## src/rtl/seq_mem_loader.sv

```systemverilog
// Packs a streamed base sequence into the flat base memory read by the k-mer extender.
// Optional SEQ_LOADER_BASE_CHECK_EN: replaces illegal base codes with N and counts them.
module seq_mem_loader #(
  parameter int unsigned BASE_LEN  = 4,
  parameter int unsigned MEM_BASES = 64,
  parameter int unsigned MEM_LEN   = MEM_BASES * BASE_LEN,
  parameter int unsigned BPB       = 2,
  parameter int unsigned CNT_W     = $clog2(BPB + 1),
  parameter int unsigned LEN_W     = $clog2(MEM_BASES + 1)
) (
  input  logic                    clk,
  input  logic                    rst_n,
  input  logic                    in_valid,
  output logic                    in_ready,
  input  logic [BPB*BASE_LEN-1:0] in_bases,
  input  logic [CNT_W-1:0]        in_count,
  input  logic                    in_last,
  output logic [MEM_LEN-1:0]      mem_out,
  output logic                    mem_valid,
  output logic [LEN_W-1:0]        seq_len,
  output logic                    overflow,
  input  logic                    mem_release
`ifdef SEQ_LOADER_BASE_CHECK_EN
  ,
  output logic [7:0]              bad_base_cnt
`endif
);

  localparam int unsigned PTR_W = LEN_W + 1;
  localparam int unsigned SUM_W = PTR_W + 1;

  typedef enum logic {
    S_LOAD = 1'b0,
    S_HOLD = 1'b1
  } state_t;

  state_t                  state_q, state_d;
  logic [PTR_W-1:0]        ptr_q, ptr_d;
  logic [MEM_LEN-1:0]      mem_q, mem_d;
  logic                    ovf_q, ovf_d;
  logic                    ready_q;
  logic                    valid_q;
  logic                    hs_c;
  logic [CNT_W-1:0]        n_c;
  logic [BPB*BASE_LEN-1:0] codes_c;
  logic [PTR_W-1:0]        pos_c [BPB];
  logic [SUM_W-1:0]        sum_c;

  assign hs_c = in_valid && ready_q;
  assign n_c  = (in_count > CNT_W'(BPB)) ? CNT_W'(BPB) : in_count;

`ifdef SEQ_LOADER_BASE_CHECK_EN
  logic [7:0]       bad_q, bad_d;
  logic [CNT_W-1:0] nbad_c;
  logic [8:0]       bad_sum_c;

  function automatic logic legal_code(input logic [BASE_LEN-1:0] code);
    return (code == '0) || $onehot(code);
  endfunction
`endif

  // Base codes as they will be stored (sanitised when checking is enabled)
  always_comb begin
    codes_c = in_bases;
`ifdef SEQ_LOADER_BASE_CHECK_EN
    nbad_c = '0;
    for (int k = 0; k < int'(BPB); k++) begin
      if ((CNT_W'(k) < n_c) && !legal_code(in_bases[k*BASE_LEN +: BASE_LEN])) begin
        codes_c[k*BASE_LEN +: BASE_LEN] = '0;
        nbad_c = nbad_c + CNT_W'(1);
      end
    end
`endif
  end

  // Next-state, memory write and pointer logic
  always_comb begin
    state_d = state_q;
    ptr_d   = ptr_q;
    mem_d   = mem_q;
    ovf_d   = ovf_q;
    sum_c   = SUM_W'(ptr_q) + SUM_W'(n_c);
    for (int k = 0; k < int'(BPB); k++) begin
      pos_c[k] = ptr_q + PTR_W'(k);
    end

    unique case (state_q)
      S_LOAD: begin
        if (hs_c) begin
          for (int i = 0; i < int'(MEM_BASES); i++) begin
            for (int k = 0; k < int'(BPB); k++) begin
              if ((CNT_W'(k) < n_c) && (pos_c[k] == PTR_W'(i))) begin
                mem_d[i*BASE_LEN +: BASE_LEN] = codes_c[k*BASE_LEN +: BASE_LEN];
              end
            end
          end
          for (int k = 0; k < int'(BPB); k++) begin
            if ((CNT_W'(k) < n_c) && (pos_c[k] >= PTR_W'(MEM_BASES))) begin
              ovf_d = 1'b1;
            end
          end
          ptr_d = (sum_c > SUM_W'(MEM_BASES)) ? PTR_W'(MEM_BASES) : PTR_W'(sum_c);
          if (in_last) begin
            state_d = S_HOLD;
          end
        end
      end
      S_HOLD: begin
        if (mem_release) begin
          state_d = S_LOAD;
          ptr_d   = '0;
          mem_d   = '0;
          ovf_d   = 1'b0;
        end
      end
    endcase
  end

`ifdef SEQ_LOADER_BASE_CHECK_EN
  // Saturating count of replaced codes, cleared together with the memory
  always_comb begin
    bad_d     = bad_q;
    bad_sum_c = {1'b0, bad_q} + 9'(nbad_c);
    if ((state_q == S_LOAD) && hs_c) begin
      bad_d = (bad_sum_c > 9'd255) ? 8'hFF : bad_sum_c[7:0];
    end else if ((state_q == S_HOLD) && mem_release) begin
      bad_d = '0;
    end
  end

  always_ff @(posedge clk or negedge rst_n) begin
    if (!rst_n) begin
      bad_q <= '0;
    end else begin
      bad_q <= bad_d;
    end
  end

  assign bad_base_cnt = bad_q;
`endif

  always_ff @(posedge clk or negedge rst_n) begin
    if (!rst_n) begin
      state_q <= S_LOAD;
      ptr_q   <= '0;
      mem_q   <= '0;
      ovf_q   <= 1'b0;
      ready_q <= 1'b1;
      valid_q <= 1'b0;
    end else begin
      state_q <= state_d;
      ptr_q   <= ptr_d;
      mem_q   <= mem_d;
      ovf_q   <= ovf_d;
      ready_q <= (state_d == S_LOAD);
      valid_q <= (state_d == S_HOLD);
    end
  end

  assign in_ready  = ready_q;
  assign mem_valid = valid_q;
  assign mem_out   = mem_q;
  assign overflow  = ovf_q;
  assign seq_len   = LEN_W'(ptr_q);

endmodule

```

## config.mk

```make
export PLATFORM = sky130hd
export DESIGN_NAME = seq_mem_loader
export DESIGN_NICKNAME = d
export VERILOG_FILES = /design/src/rtl/seq_mem_loader.sv
export SDC_FILE = /design/constraint.sdc
export NUM_CORES = 1
export LEC_CHECK = 0
export ABC_AREA = 1
export CORE_MARGIN = 4
export CORE_UTILIZATION = 40
export DETAILED_ROUTE_END_ITERATION = 10
export MAX_ROUTING_LAYER = met4
export SLEW_MARGIN = 20
export SYNTH_ARGS = -nofsm -noshare
export SYNTH_HDL_FRONTEND = slang
export SYNTH_SLANG_ARGS = --single-unit
```

## constraint.sdc

```tcl
create_clock -name clk -period 2.6 [get_ports clk]
set_input_delay 0.78 -clock clk [delete_from_list [all_inputs] [get_ports clk]]
set_output_delay 0.78 -clock clk [all_outputs]
set_load 0.05 [all_outputs]
```

# Yosys cells after proc, flatten, opt, wreduce, memory -nomap -nowiden
# Index checks and enable logic that the tools add are counted.
# Widths: inputs -> output; s select.
dict set report op_classes {
  addsub 2
  n_mul 0
  muxes 145
  shifts 0
  reduce_logical 199
  n_bitwise 2
  eq_ne 193
  div_mod_pow 0
  n_lt_le_gt_ge 6
}
# op count
set ops {}
lappend ops {{$eq 8x6->1 const B} 64}
lappend ops {{$mux 256} 2}
lappend ops {{$mux 4} 128}
lappend ops {{$pmux 256 s2} 1}
lappend ops {{$eq 8x5->1 const B} 32}
lappend ops {{$ne 3x3->1 const B} 65}
lappend ops {{$reduce_and 3->1} 65}
lappend ops {{$logic_and 1x1->1} 131}
lappend ops {{$eq 8x4->1 const B} 16}
lappend ops {{$eq 8x3->1 const B} 8}
lappend ops {{$eq 8x2->1 const B} 4}
lappend ops {{$mux 8} 3}
lappend ops {{$eq 8x1->1 const B} 2}
lappend ops {{$ge 8x7->1 const B} 2}
lappend ops {{$logic_not 8->1} 2}
lappend ops {{$pmux 8 s2} 1}
lappend ops {{$add 8x2->9} 1}
lappend ops {{$gt 9x7->1 const B} 1}
lappend ops {{$add 8x1->8 const B} 1}
lappend ops {{$mux 1} 7}
lappend ops {{$lt 1x2->1 const A} 2}
lappend ops {{$ne 2x2->1 const B} 2}
lappend ops {{$pmux 1 s2} 2}
lappend ops {{$gt 2x2->1 const B} 1}
lappend ops {{other kinds (3)} 4}
dict set report word_totals {
  inputBits 15
  latch_bits 0
  ff_bits 267
  out_inout_bits 266
  word_cells 615
  mem_bits_ro 0
  ramBits 0
  mem_count 0
}

# Logic depth before layout (Yosys ltp)
dict set report logic_depth {
  word_depth 8
  ltp_mapped 17
  depth_no_buf 15
}

# Least setup slack after synthesis
# No wires, ideal clock.
dict set report synth_timing {
  kind {input-to-reg}
  start {input port in_count[1]}
  end {register ptr_q[0]}
  slack_ns -0.214
  setup_time_ns 0.066
  n_path_buf 3
  arrival_ns 2.748
  stages 17
  t_required_ns 2.534
  path_cell_list {buf_2 -> buf_2 -> buf_2 -> nor2_1 -> ha_1 -> inv_1 -> fa_1 -> inv_1 -> nand2_1 -> and2_1 -> nor2_1 -> nand3_1 -> nor3_1 -> nand2_1 -> nand2_1 -> nand2_1 -> nand2_1}
}
dict set report synth_via {
  elab_chain_cells 7
}
# item line
set synth_rtl {}
lappend synth_rtl {{start: declaration} 16} ;# input logic [CNT_W-1:0] in_count,
lappend synth_rtl {{$gt 2x2->1} 50} ;# assign n_c = (in_count > CNT_W'(BPB)) ? CNT_W'(BPB) : in_count;
lappend synth_rtl {{$mux 2 *} 50}
lappend synth_rtl {{$add 8x2->9 *} 82} ;# sum_c = SUM_W'(ptr_q) + SUM_W'(n_c);
lappend synth_rtl {{$gt 9x7->1} 102} ;# ptr_d = (sum_c > SUM_W'(MEM_BASES)) ? PTR_W'(MEM_BASES) : PTR_W'(sum_c);
lappend synth_rtl {{$mux 8 *} 102}
lappend synth_rtl {{$mux 8 *} 89} ;# if (hs_c) begin
lappend synth_rtl {{$pmux 8 s2 *} 87} ;# unique case (state_q)
lappend synth_rtl {{end signal: assignment} 152} ;# ptr_q <= ptr_d;
lappend synth_rtl {{end: declaration} 38} ;# logic [PTR_W-1:0] ptr_q, ptr_d;
# Mark *: on every way between the ends. The rest lies on a longest branch, timed or not. The select of a mux whose other input is x is not followed.
# A chain may end at the register's enable or synchronous reset.

# Worst setup path in the final report
dict set report layout_timing {
  start {register mem_q[247] (netlist: mem_out[247])}
  end {output port mem_out[247]}
}
# item line
set layout_lines {}
lappend layout_lines {{start: declaration} 39} ;# logic [MEM_LEN-1:0] mem_q, mem_d;
lappend layout_lines {{start signal: assignment} 153} ;# mem_q <= mem_d;
lappend layout_lines {{end: declaration} 18} ;# output logic [MEM_LEN-1:0] mem_out,
# No word-level cell between the ends.

==> flow_metrics.py <==
metrics = {
    "sta": {
        "final.setup.tns_ns": 0,
        "maxSlewViolCount": 0,
        "setup_viol": 0,
        "hold_violations": 0,
        "period_share_pct": 99.0,
        "timing.fmax_mhz": 388,
        "fin_skew_ns": 0.0169,
        "holdWs_ns": 0.181,
        "min_period_ns": 2.58,
        "relSlewSlack_pct": 56.8,
        "worstMarginPinSlew_ns": 0.648,
        "rsz0062_at_grt": "false",
    },
    "yosys": {
        "yosysSeqAreaShare_pct": 44.5,
        "yosys_warnings": 0,
        "synthFlopType": "dfrtp_1",
        "synthArstFlopShare_pct": 100,
        "synth_edf_count": 0,
        "netlist_area_um2": 15000,
        "ys_types": 33,
        "synth_seq_cells": 267,
        "synth.avg_cell_area_um2": 7.53,
        "syn_nets": 2012,
        "synthCells": 1994,
    },
    "floorplan": {
        "die_height_um": 202,
        "rows": 70,
        "io_pins": 281,
        "initial_utilization_pct": 40.8,
        "die-area_um2": 40700,
        "core_um2": 36800,
        "fp.dieW_um": 202,
    },
    "power_and_ir_drop": {
        "p_per_area_nw_per_um2": 1330,
        "netSwitchingFraction_pct": 50.9,
        "p_switching_w": 0.0138,
        "combPwrFrac_pct": 56.1,
        "seqPwrFrac_pct": 27.7,
        "clkPwrFrac_pct": 16.2,
        "p_leak_nw": 9.73,
        "peakVddDrop_mv": 1.07,
        "intPower_w": 0.0132,
    },
    "clock_tree": {
        "cts.clk_slew.worst_paths_ns": 0.06,
        "clock_latency_ns": 0.58,
        "htree_levels": 1,
        "numCtsBuffers": 31,
        "clock-root-buffer": "clkbuf_16",
        "clock_sinks": 267,
        "cts_tree": "built",
        "hold_buffers": 0,
        "ctsLongestPathBuffers": 3,
    },
    "routing": {
        "num_vias": 15900,
        "drt_iter0_markers": 1344,
        "vias_per_cell": 5.62,
        "drc_errors": 0,
        "detail-route-antenna-nets": 0,
        "wl_per_cell_um": 20.8,
        "wirelength_mm": 58.6,
        "drt-pass1-iter-count": 6,
    },
    "worst_setup_path": {
        "cp_cell_sequence": "clkdlybuf4s50_1",
        "max_stage_delay_ns": 0.84,
        "crit_path_end_kind": "output port",
        "path_buf_inv": 1,
        "crit_type": "flip-flop to output port",
        "cp_top_family": "buffers and inverters",
        "cp_max_fo": 2,
        "critPathLaunchType": "flip-flop",
        "worstPathArrival_ns": 1.80,
        "crit_slowest_cell": "clkdlybuf4s50_1",
        "required_ns": 1.82,
    },
    "finish": {
        "drive_gt1_share_pct": 13.3,
        "utilization_pct": 55.3,
        "final_cells": 2824,
        "area_growth_syn_to_layout_pct": 35.6,
        "layout.nets": 2348,
    },
    "placed_design": {
        "port-buffer-count": 280,
        "dp_cells": 2764,
        "dp_hpwl_mm": 41.2,
        "gp_congestion": 0.925,
    },
    "job": {
        "cap_violations": 0,
    },
    "grt": {
        "antenna_found_initial": 3,
        "track_usage_pct": 28.8,
        "first_global_vias": 15400,
        "grt_pass1_wl_mm": 91.7,
        "grt_start_max_net_pins": 65,
        "overflow": 0,
    },
    "run_status": {
        "status": "complete, no violations",
    },
    "worst_hold_path": {
        "hold_class": "primary input to async pin",
    },
}
[area by class of cell]
class	instances	area, µm²
Fill cell	3449	16400
Multi-Input combinational cell	1520	7490
Sequential cell	267	6690
Timing Repair Buffer	432	4270
Clock buffer	43	891
Tap cell	468	586
Inverter	78	298
Clock inverter	13	124
Antenna cell	3	7.51
[metal layers]
metal / GRT usage [%] / routed length (µm) / vias up
met5: - / 0 / -
met4: 8.47 / 1540 / 0
met3: 3.90 / 4520 / 108
met2: 44.6 / 27100 / 700
met1: 39.7 / 25500 / 7478
li1: - / - / 7575
[synth_stat cells, types with 2 or more instances]
master | instances | area (µm²)
o21ai_1 | 110 | 551
nor3_2 | 2 | 20.0
nand4_1 | 34 | 213
nor2_4 | 4 | 45.0
a21oi_1 | 77 | 385
o211ai_1 | 76 | 571
inv_2 | 5 | 18.8
nand2_1 | 562 | 2110
nor3_1 | 2 | 10.0
inv_1 | 66 | 248
clkbuf_1 | 84 | 315
o31ai_1 | 27 | 203
dfrtp_1 | 266 | 6660
o21ai_0 | 239 | 1200
nand3_4 | 3 | 52.6
buf_1 | 14 | 52.6
nor2_1 | 47 | 176
nand3_1 | 264 | 1320
buf_2 | 20 | 100
nand3_2 | 28 | 280
nor2_2 | 9 | 56.3
nor2_8 | 2 | 40.0
ha_1 | 2 | 25.0
clkinv_1 | 7 | 26.3
nand2_2 | 27 | 169
buf_6 | 3 | 33.8
buf_4 | 8 | 60.1
[placed cells by master (no fill, tap or decap), types with 3 or more instances in the layout]
master / netlist / routed
nand2_1: 562 / 560
nand3_1: 264 / 264
diode_2: 0 / 3
a21oi_1: 77 / 77
clkbuf_1: 84 / 5
dlygate4sd2_1: 0 / 15
dlymetal6s2s_1: 0 / 27
nor2_1: 47 / 44
o211ai_1: 76 / 76
clkinv_2: 0 / 8
nand4_1: 34 / 34
inv_2: 5 / 10
nor2_2: 9 / 12
inv_1: 66 / 62
o21ai_1: 110 / 110
clkbuf_8: 0 / 7
buf_12: 0 / 22
clkbuf_16: 0 / 32
nand3_2: 28 / 28
buf_4: 8 / 136
dfrtp_1: 266 / 261
clkinv_1: 7 / 5
o21ai_0: 239 / 239
dfrtp_2: 0 / 5
o31ai_1: 27 / 27
nand2_2: 27 / 29
nand3_4: 3 / 3
clkdlybuf4s50_1: 0 / 229
nor2_4: 4 / 4
[power groups by stage]
stage | logic (W) | registers (W) | clock network, W
2_1_floorplan | 0.00334 | 0.0135 | 0
3_3_place_gp | 0.0152 | 0.00751 | 0
3_5_place_dp | 0.0153 | 0.00751 | 0
4_1_cts | 0.0152 | 0.00747 | 0.00444
5_1_grt | 0.0160 | 0.00767 | 0.00463
6_report | 0.0152 | 0.00746 | 0.00438
[path summary, 6_finish.rpt]
check | startpoint | end | slack (ns) | depth (start not counted)
setup / recovery | mem_out[247] | mem_out[247] | 0.02 | 1
hold / removal | rst_n | mem_out[209] | 0.18 | 1
setup reg to reg | ptr_q[1] | mem_out[76] | 0.15 | 12
hold reg to reg | mem_out[86] | mem_out[86] | 0.48 | 2
max in group asynchronous | rst_n | mem_out[207] | 1.74 | 2
min in group clk | mem_out[86] | mem_out[86] | 0.48 | 2
[timing repair]
| item | 4_1_cts | 5_1_grt |
|---|---|---|
| cloned | 0 | 1 |
| setup endpoints to repair | 16 | 68 |
| resized for setup | 16 | 31 |
| pin swaps | 0 | 0 |
| buffers inserted | 0 | 0 |
[kinds of logic after synthesis]
kind of cell | Yosys count | synth area share (%)
AND/OR/NAND/NOR | 986 | 30.0
AO/OA/AOI/OAI | 530 | 19.4
flip-flops | 267 | 44.5
buffers and inverters | 207 | 5.69
adder cells (fa/ha/maj) | 3 | 0.300
XOR/XNOR | 1 | 0.0583
[registers in the layout, indices dropped and copies added, names as in the netlist]
signal     flops
in_ready       1
mem_valid      1
overflow       1
mem_out      256
ptr_q          8
[per-stage QoR]
step,area [µm²],worst slack [ns],power [W]
after global placement,19300,-0.396,0.0227
final,20400,0.0248,0.0270
after CTS,20200,0.000950,0.0272
after global routing,20400,0.000380,0.0283
after detailed placement,19300,-0.355,0.0228
after floorplan,15000,-0.0682,0.0169
Note: power is estimated with default switching activity, not from simulation.
